===== config.mk =====
export PLATFORM = sky130hd
export DESIGN_NAME = osc_freq_meter_flat
export DESIGN_NICKNAME = d
export VERILOG_FILES = /design/src/rtl/osc_freq_meter_if.sv /design/src/rtl/osc_freq_meter.sv /design/src/flat_wrapper.sv
export SDC_FILE = /design/constraint.sdc
export NUM_CORES = 1
export LEC_CHECK = 0
export ABC_AREA = 1
export ABC_CLOCK_PERIOD_IN_PS = 1400
export CELL_PAD_IN_SITES_DETAIL_PLACEMENT = 0
export CELL_PAD_IN_SITES_GLOBAL_PLACEMENT = 2
export CORE_MARGIN = 4
export CORE_UTILIZATION = 29
export DETAILED_ROUTE_END_ITERATION = 16
export PLACE_DENSITY_LB_ADDON = 0.1
export SLEW_MARGIN = 40
export SYNTH_ARGS = -nofsm -noshare
export SYNTH_HDL_FRONTEND = slang
export SYNTH_SLANG_ARGS = --single-unit

===== constraint.sdc =====
create_clock -name clk -period 1.4 [get_ports clk]
set_input_delay 0.14 -clock clk [delete_from_list [all_inputs] [get_ports clk]]
set_output_delay 0.14 -clock clk [all_outputs]
set_load 0.01 [all_outputs]

===== src/rtl/osc_freq_meter_if.sv =====
// Port bundle for osc_freq_meter: oscillator input, measurement request and
// the registered result with its flags.
interface osc_freq_meter_if #(
   parameter int CNT_W = 16
);
   // valid is a one-cycle pulse with no backpressure. count, inrange, ovf and
   // stuck change only on the valid cycle and hold until the next pulse.
   // start is level-sampled and honoured only while the meter is idle.
   logic             osc;
   logic             start;
   logic             busy;
   logic             valid;
   logic [CNT_W-1:0] count;
   logic             inrange;
   logic             ovf;
   logic             stuck;
   logic [1:0]       state_dbg;

   modport master (
      output osc, start,
      input  busy, valid, count, inrange, ovf, stuck, state_dbg
   );

   modport slave (
      input  osc, start,
      output busy, valid, count, inrange, ovf, stuck, state_dbg
   );
endinterface


===== src/rtl/osc_freq_meter.sv =====
// Frequency meter: counts synchronized OSC rising edges over a fixed window
// of clk cycles, then reports the count with range, overflow and stuck flags.
module osc_freq_meter #(
   parameter int GATE_CYCLES  = 1000,
   parameter int CNT_W        = 16,
   parameter int MIN_CNT      = 24,
   parameter int MAX_CNT      = 26,
   parameter int STUCK_CYCLES = 256
) (
   input  logic             clk,
   input  logic             rstn,
   osc_freq_meter_if.slave  m
);
   localparam int GATE_W = $clog2(GATE_CYCLES);
   localparam int GAP_W  = $clog2(STUCK_CYCLES + 1);

   localparam logic [GATE_W-1:0] GATE_LOAD = GATE_W'(GATE_CYCLES - 1);
   localparam logic [GAP_W-1:0]  STUCK_V   = GAP_W'(STUCK_CYCLES);
   localparam logic [CNT_W-1:0]  CNT_MAX   = '1;
   localparam logic [CNT_W-1:0]  MIN_C     = CNT_W'(MIN_CNT);
   localparam logic [CNT_W-1:0]  MAX_C     = CNT_W'(MAX_CNT);

   typedef enum logic [1:0] {
      IDLE = 2'd0,
      GATE = 2'd1,
      DONE = 2'd2
   } state_t;

   state_t state, state_nx;

   logic              s1, s2, prev;
   logic [1:0]        warm;
   logic              osc_rise;
   logic [CNT_W-1:0]  edge_cnt;
   logic [GATE_W-1:0] gate_cnt;
   logic [GAP_W-1:0]  gap_cnt;
   logic              ovf_q, stuck_q;
   logic              busy_q, valid_q, inrange_q, ovf_o, stuck_o;
   logic [CNT_W-1:0]  count_q;

   // Two-flop synchronizer plus history flop; warm-up masks the spurious
   // rise seen when OSC is already high as the flops leave reset.
   always_ff @(posedge clk) begin
      if (!rstn) begin
         s1   <= 1'b0;
         s2   <= 1'b0;
         prev <= 1'b0;
         warm <= 2'd0;
      end else begin
         s1   <= m.osc;
         s2   <= s1;
         prev <= s2;
         if (warm != 2'd3) warm <= warm + 2'd1;
      end
   end

   assign osc_rise = s2 & ~prev & (warm == 2'd3);

   always_ff @(posedge clk) begin
      if (!rstn) state <= IDLE;
      else       state <= state_nx;
   end

   always_comb begin
      state_nx = state;
      case (state)
         IDLE:    if (m.start) state_nx = GATE;
         GATE:    if (gate_cnt == '0) state_nx = DONE;
         DONE:    state_nx = IDLE;
         default: state_nx = IDLE;
      endcase
   end

   always_ff @(posedge clk) begin
      if (!rstn) begin
         edge_cnt  <= '0;
         gate_cnt  <= '0;
         gap_cnt   <= '0;
         ovf_q     <= 1'b0;
         stuck_q   <= 1'b0;
         busy_q    <= 1'b0;
         valid_q   <= 1'b0;
         count_q   <= '0;
         inrange_q <= 1'b0;
         ovf_o     <= 1'b0;
         stuck_o   <= 1'b0;
      end else begin
         // busy trails the state by one cycle so it covers the idle turnaround
         busy_q  <= (state != IDLE);
         valid_q <= (state == DONE);
         case (state)
            IDLE: begin
               if (m.start) begin
                  edge_cnt <= '0;
                  gate_cnt <= GATE_LOAD;
                  gap_cnt  <= '0;
                  ovf_q    <= 1'b0;
                  stuck_q  <= 1'b0;
               end
            end
            GATE: begin
               if (gate_cnt != '0) gate_cnt <= gate_cnt - 1'b1;
               if (osc_rise) begin
                  gap_cnt <= '0;
                  if (edge_cnt == CNT_MAX) ovf_q <= 1'b1;
                  else                     edge_cnt <= edge_cnt + 1'b1;
               end else if (gap_cnt != STUCK_V) begin
                  gap_cnt <= gap_cnt + 1'b1;
                  if (gap_cnt == STUCK_V - 1'b1) stuck_q <= 1'b1;
               end
            end
            DONE: begin
               count_q   <= edge_cnt;
               ovf_o     <= ovf_q;
               stuck_o   <= stuck_q;
               inrange_q <= (edge_cnt >= MIN_C) && (edge_cnt <= MAX_C);
            end
            default: ;
         endcase
      end
   end

   assign m.busy      = busy_q;
   assign m.valid     = valid_q;
   assign m.count     = count_q;
   assign m.inrange   = inrange_q;
   assign m.ovf       = ovf_o;
   assign m.stuck     = stuck_o;
   assign m.state_dbg = state;
endmodule


===== src/flat_wrapper.sv =====
// flat-port wrapper written by rule: the top's interface ports become plain ports
module osc_freq_meter_flat 
#(
   parameter int GATE_CYCLES  = 1000,
   parameter int CNT_W        = 16,
   parameter int MIN_CNT      = 24,
   parameter int MAX_CNT      = 26,
   parameter int STUCK_CYCLES = 256
)
  (clk, rstn, m_osc, m_start, m_busy, m_valid, m_count, m_inrange, m_ovf, m_stuck, m_state_dbg);
  osc_freq_meter_if #(.CNT_W(CNT_W)) m_i ();
  input  logic clk;
  input  logic rstn;
  input wire logic [$bits(m_i.osc)-1:0] m_osc;
  input wire logic [$bits(m_i.start)-1:0] m_start;
  output wire logic [$bits(m_i.busy)-1:0] m_busy;
  output wire logic [$bits(m_i.valid)-1:0] m_valid;
  output wire logic [$bits(m_i.count)-1:0] m_count;
  output wire logic [$bits(m_i.inrange)-1:0] m_inrange;
  output wire logic [$bits(m_i.ovf)-1:0] m_ovf;
  output wire logic [$bits(m_i.stuck)-1:0] m_stuck;
  output wire logic [$bits(m_i.state_dbg)-1:0] m_state_dbg;
  assign m_i.osc = m_osc;
  assign m_i.start = m_start;
  assign m_busy = m_i.busy;
  assign m_valid = m_i.valid;
  assign m_count = m_i.count;
  assign m_inrange = m_i.inrange;
  assign m_ovf = m_i.ovf;
  assign m_stuck = m_i.stuck;
  assign m_state_dbg = m_i.state_dbg;
  osc_freq_meter #(.GATE_CYCLES(GATE_CYCLES), .CNT_W(CNT_W), .MIN_CNT(MIN_CNT), .MAX_CNT(MAX_CNT), .STUCK_CYCLES(STUCK_CYCLES)) u_core (.clk(clk), .rstn(rstn), .m(m_i));
endmodule

# Word-level counts from Yosys, hierarchy flattened
# Cells that the tools add are included.
# classes
n_addsub	4
magnitude_cmp	2
n_eq_ne	17
muxes	22
bitwise	3
reduce_logical	12
# op_table
operator	n
2-to-1 mux 16 bit	3
one-hot mux 16 bit (2 select lines)	1
2-to-1 mux 9 bit	3
2-to-1 mux 10 bit	2
one-hot mux 10 bit (2 select lines)	1
one-hot mux 9 bit (2 select lines)	1
adder 16 x 1 -> 16 bit (second input constant)	1
equality test 16 bit (second input constant)	1
greater-or-equal comparator 16 x 5 -> 1 bit (second input constant)	1
<= comparator 16 x 5 -> 1 bit (second input constant)	1
!= test 2 x 1 -> 1 bit (second input constant)	6
logical NOT 10 bit	1
nonzero test 10 bit	1
subtractor 10 x 1 -> 10 bit (second input constant)	1
adder 9 x 1 -> 9 bit (second input constant)	1
equality test 9 x 8 -> 1 bit (second input constant)	1
!= test 9 bit (second input constant)	1
!= test 2 bit (second input constant)	4
AND reduction 4 bit	2
2-to-1 mux 1 bit	6
AND reduction 3 bit	2
AND reduction 5 bit	1
equality test 2 bit (second input constant)	2
2-to-1 mux 2 bit	2
11 further kinds	14
# word_totals
ff_bits	65
word_cells	76

# Longest topological paths before layout
# logic_depth
depth_word	5
ltp_mapped	11

# Least setup slack after synthesis
# OpenSTA, ideal clock, no wires.
# synth_path
kind	register to register
from	register u_core.edge_cnt[1]
to	register u_core.edge_cnt[7]
arrival_time_ns	1.361
path_slack_ns	-0.029
stages_incl_launch_ff	9
path_buffers	1
synth_period_minus_slack_ns	1.429
cell_sequence	dfxtp_1 > ha_1 > nand3_1 > nor2_4 > nand3_4 > nand2_4 > buf_12 > nand2_1 > a21oi_2
# synth_via
elab_chain_cells	4
# synth_rtl
item	line	text
start: declaration	osc_freq_meter.sv:34	logic [CNT_W-1:0] edge_cnt;
start signal: assignment	osc_freq_meter.sv:106	else edge_cnt <= edge_cnt + 1'b1;
adder 16 x 1 -> 16 bit	osc_freq_meter.sv:106	
2-to-1 mux 16 bit	osc_freq_meter.sv:105	if (edge_cnt == CNT_MAX) ovf_q <= 1'b1;
2-to-1 mux 16 bit	osc_freq_meter.sv:103	if (osc_rise) begin
one-hot mux 16 bit (2 select lines)	osc_freq_meter.sv:91	case (state)
# Several ways; a longest one is shown, not always the timed one. The select of a mux whose other input is x is not followed.
# A chain may end at the register's enable or synchronous reset.

# Final worst setup path
# layout_path
from	register u_core.warm[1]
to	register u_core.edge_cnt[6]
# layout_via
elab_chain_cells	4
# layout_rtl
item	line	text
start: declaration	osc_freq_meter.sv:32	logic [1:0] warm;
start signal: assignment	osc_freq_meter.sv:53	if (warm != 2'd3) warm <= warm + 2'd1;
equality test 2 bit	osc_freq_meter.sv:57	assign osc_rise = s2 & ~prev & (warm == 2'd3);
bitwise AND 1 bit	osc_freq_meter.sv:57	
!= test 2 x 1 -> 1 bit (no source line)	--	
AND reduction 4 bit (no source line)	--	
# Every way passes these cells.

==> impl_summary.md <==
Power and ir drop
The net switching power is 1.576 mW. The power density over the cells is between 1000 and 1500 nW/um^2. The share of total power dissipated in combinational logic is 0.231. The internal power of the cells totals ~3.7 mW. The part of the total power dissipated in sequential elements is 0.380.

The leakage power is roughly 2.2 nW. Of the total power, the share spent switching nets is 0.2961. IR analysis of the VDD net gives a maximum drop of approximately 0.44 mV.

The proportion of power drawn by the clock network is 0.388.

Logic synthesis
The synthesized netlist contains 35 unique library cells. For this run, the number of Yosys warnings is 0. Dividing the synthesized area by the synthesized cell count gives 6.870 um^2. Summing every instance area after synthesis gives 3277 um^2. The post-synthesis net count is approximately 490. The number of standard cells after synthesis is 477.

After synthesis the netlist holds a flip-flop and latch count of 65. The post-synthesis sequential area ratio is 0.3971.

Die
The initial core utilization is 0.2997. The vertical die dimension is 114.3 um. The number of placement rows is 38.

The die covers 13,060 um^2. The die is 114.3 um wide. In this run the standard cell core region covers approximately 11,000 um^2. The number of top-level pins is 27.

Layout
The number of inserted filler cells in the final layout is 1,126. Measured on the finished design, the core utilization comes to 0.4700. The most frequent standard cell in the layout excluding fill and tap cells is sky130_fd_sc_hd__buf_4. In the final layout, the share of cells above drive strength 1 is 0.3727. Summing all multi-input logic gate instances after layout gives 2062 um^2. The combined flip-flop and latch cell area is around 1300 um^2.

The area added between synthesis and finish is 56.85%. The number of nets in the layout is 616. In the layout the commonest cells are sky130_fd_sc_hd__buf_4 (96), sky130_fd_sc_hd__nand2_1 (91), sky130_fd_sc_hd__nor2_1 (51).

0 antenna diodes ended up in the layout.

Placed design
The number of I/O port buffers is 26. The final weighted congestion in routability-driven placement is 0.8431. The total half-perimeter wirelength after legalization and detailed placement is 7305 um. The worst slack at placement is -0.1833 ns.

Timing
Headroom to the max-slew limit came out at 0.7415. Once routing completed, OpenROAD measured the worst setup slack at -0.1063 ns. At the pin with the least slew margin, the transition time is around 0.38 ns. After layout, the minimum clock period comes to 1.506 ns. The final count of hold timing violations is 0. In the finished design, the share of the clock period the worst path needs comes to 1.076. Setup repair after global routing could not meet its margin everywhere. The count of endpoints failing setup in the final report is 18. The setup clock skew after layout is 0.008283 ns. Derived from the worst setup path, the maximum achievable clock frequency is 0.6639 GHz. The number of max-slew violations in the final report came to 0.

Global route
The number of antenna violations at the first check in global routing was 0. The largest net degree at the start of global routing is 25. For this run the aggregate overflow at the end of global routing stands at 0. The global-route wire length before repair is 16,700 um. The number of global-route vias before repair is ~3,400. In the global route stage, overall resource usage came out at 0.1620.

Setup path
The largest fanout on the critical path is 7. The kind of end point of the critical path is a register. The required time at the worst-slack endpoint is 1.63 ns.

The arrival time of the worst setup path is 1.74 ns. The critical path class is register to register. The startpoint kind of the worst setup timing path is a register.

Clocking
Counting the buffers created by CTS gives 9. Counting every sink on the clock net gives 65. The clock tree buffer depth is 2. The later-pin clock latency in the skew report is 0.33 ns.

The cell sitting at the root of the clock tree is a sky130_fd_sc_hd__clkbuf_16. The CTS clock-pin slew for the worst setup and hold paths is 0.06 ns. TritonCTS built the clock tree. The H-tree generated during clock tree synthesis spans 3 levels.

Status
The flow ran to the end, but the final reports show violations. The checks that failed: negative setup slack.

Drt
The first routing iteration left between 100 and 150 violations. The detailed router placed between 3,000 and 4,000 vias in this run. The number of iterations in the first detailed-routing pass is 5. The number of nets with antenna violations after detailed routing is 0.

In the routed design, unresolved DRC markers number 0. The routed wirelength normalized by instance count is between 10 and 15 um. The total wire length after detailed routing is 10,230 um. The detail-routed via count per cell is 4.658.

Flow run
The count of max-cap constraint violations is 0.

Worst hold path
The path class of the tightest hold or removal check is primary input to register.
## what timing repair did
action | 4_1_cts | 5_1_grt
pin swaps | 24 | 23
hold buffers | 0 | 0
resized for setup | 56 | 64
setup endpoints to repair | 36 | 49
gates cloned | 0 | 1
setup buffers | 12 | 7
## cell type report
type,instances,share of cell area
clock buffer,12,0.04796
clock inverter,3,0.003408
inverter,55,0.04260
multi-input combinational,344,0.4012
sequential,65,0.2578
tap,140,0.03408
timing repair buffer,130,0.2130
## registers in the layout, indices dropped and copies added, names as in the netlist
register,cells
u_core.m.state_dbg,2
u_core.s2,1
u_core.stuck_q,1
u_core.edge_cnt,16
u_core.ovf_q,1
u_core.s1,1
u_core.m.stuck,1
u_core.m.valid,1
u_core.m.busy,1
u_core.warm,2
u_core.gap_cnt,9
u_core.m.inrange,1
u_core.prev,1
u_core.gate_cnt,10
u_core.m.ovf,1
u_core.m.count,16
## worst paths after layout
kind | endpoint | slack, ns | cells after the start | startpoint
worst max-delay path | u_core.edge_cnt[6] | -0.11 | 11 | u_core.warm[1]
worst min-delay path | u_core.s1 | 0.34 | 3 | m_osc
worst min register to register | u_core.s2 | 0.42 | 2 | u_core.s1
worst max register to register | u_core.edge_cnt[6] | -0.11 | 11 | u_core.warm[1]
## power by group through the flow
stage / logic, mW / registers, mW / clock network, mW
detailed placement: 0.953 / 2.04 / 0
floorplan: 0.544 / 2.04 / 0
global placement: 0.951 / 2.04 / 0
finish: 1.23 / 2.02 / 2.07
CTS: 1.07 / 2.02 / 2.12
global route: 1.35 / 2.04 / 2.20
## routing by layer
metal  part of all wire  up-vias  track usage  routed length, um
met5                  0        -            0                  0
met4              0.013        0      0.05226                138
met3              0.020       10      0.02960                208
met2               0.49       36       0.2787               5044
met1               0.47     1625       0.2046               4843
li1                   -     1818            -                  -
## per-stage QoR
| stage | hold slack [ns] | power [mW] | instances | TNS, ns | instance area, um^2 |
|---|---|---|---|---|---|
| floorplan | 0.2376 | 2.587 | 477 | -0.004398 | 3292 |
| global placement | 0.4030 | 2.988 | 714 | -3.746 | 4307 |
| detailed placement | 0.4056 | 2.992 | 714 | -4.285 | 4307 |
| CTS | 0.3425 | 5.204 | 741 | -0.4505 | 4850 |
| global route | 0.3477 | 5.593 | 749 | -3.207 | 5140 |
| finish | 0.3430 | 5.321 | 749 | -0.8265 | 5140 |
## critical path: stages (launching register included)
cell	delay [ns]
sky130_fd_sc_hd__dfxtp_2	0.36
sky130_fd_sc_hd__ha_4	0.15
sky130_fd_sc_hd__nand2_4	0.05
sky130_fd_sc_hd__nor2_4	0.12
sky130_fd_sc_hd__nor2_4	0.08
sky130_fd_sc_hd__nor2_8	0.20
sky130_fd_sc_hd__buf_12	0.14
sky130_fd_sc_hd__nand2_8	0.07
sky130_fd_sc_hd__nand2_1	0.07
sky130_fd_sc_hd__nand2_1	0.06
sky130_fd_sc_hd__nand2_1	0.07
sky130_fd_sc_hd__inv_1	0.04
## cell usage after synthesis, drive strengths merged
master | n | share of area
clkinv | 1 | 0.0011
buf | 6 | 0.013
nor3 | 9 | 0.015
nand2 | 116 | 0.14
ha | 7 | 0.027
o21ai | 31 | 0.047
clkbuf | 8 | 0.0092
inv | 54 | 0.062
o2111ai | 1 | 0.0027
nand3 | 38 | 0.062
xor2 | 2 | 0.0053
a31o | 1 | 0.0027
nand3b | 2 | 0.0046
nand4 | 13 | 0.025
or2 | 2 | 0.0038
nor2 | 68 | 0.090
nor4 | 1 | 0.0019
dfxtp | 65 | 0.40
a21oi | 48 | 0.080
o31ai | 1 | 0.0023
a211oi | 1 | 0.0023
nor3b | 2 | 0.0046
## cells by family (layout without fill, tap and decap cells)
family | Yosys count | after routing | synth area share
xor+xnor | 2 | 2 | 0.005347
flops | 65 | 65 | 0.3971
buf+inv | 69 | 200 | 0.08553
compound gates | 83 | 83 | 0.1375
fa+ha+maj | 7 | 7 | 0.02673
simple gates | 251 | 252 | 0.3478
No activity file was read; power rests on OpenSTA's default activity.
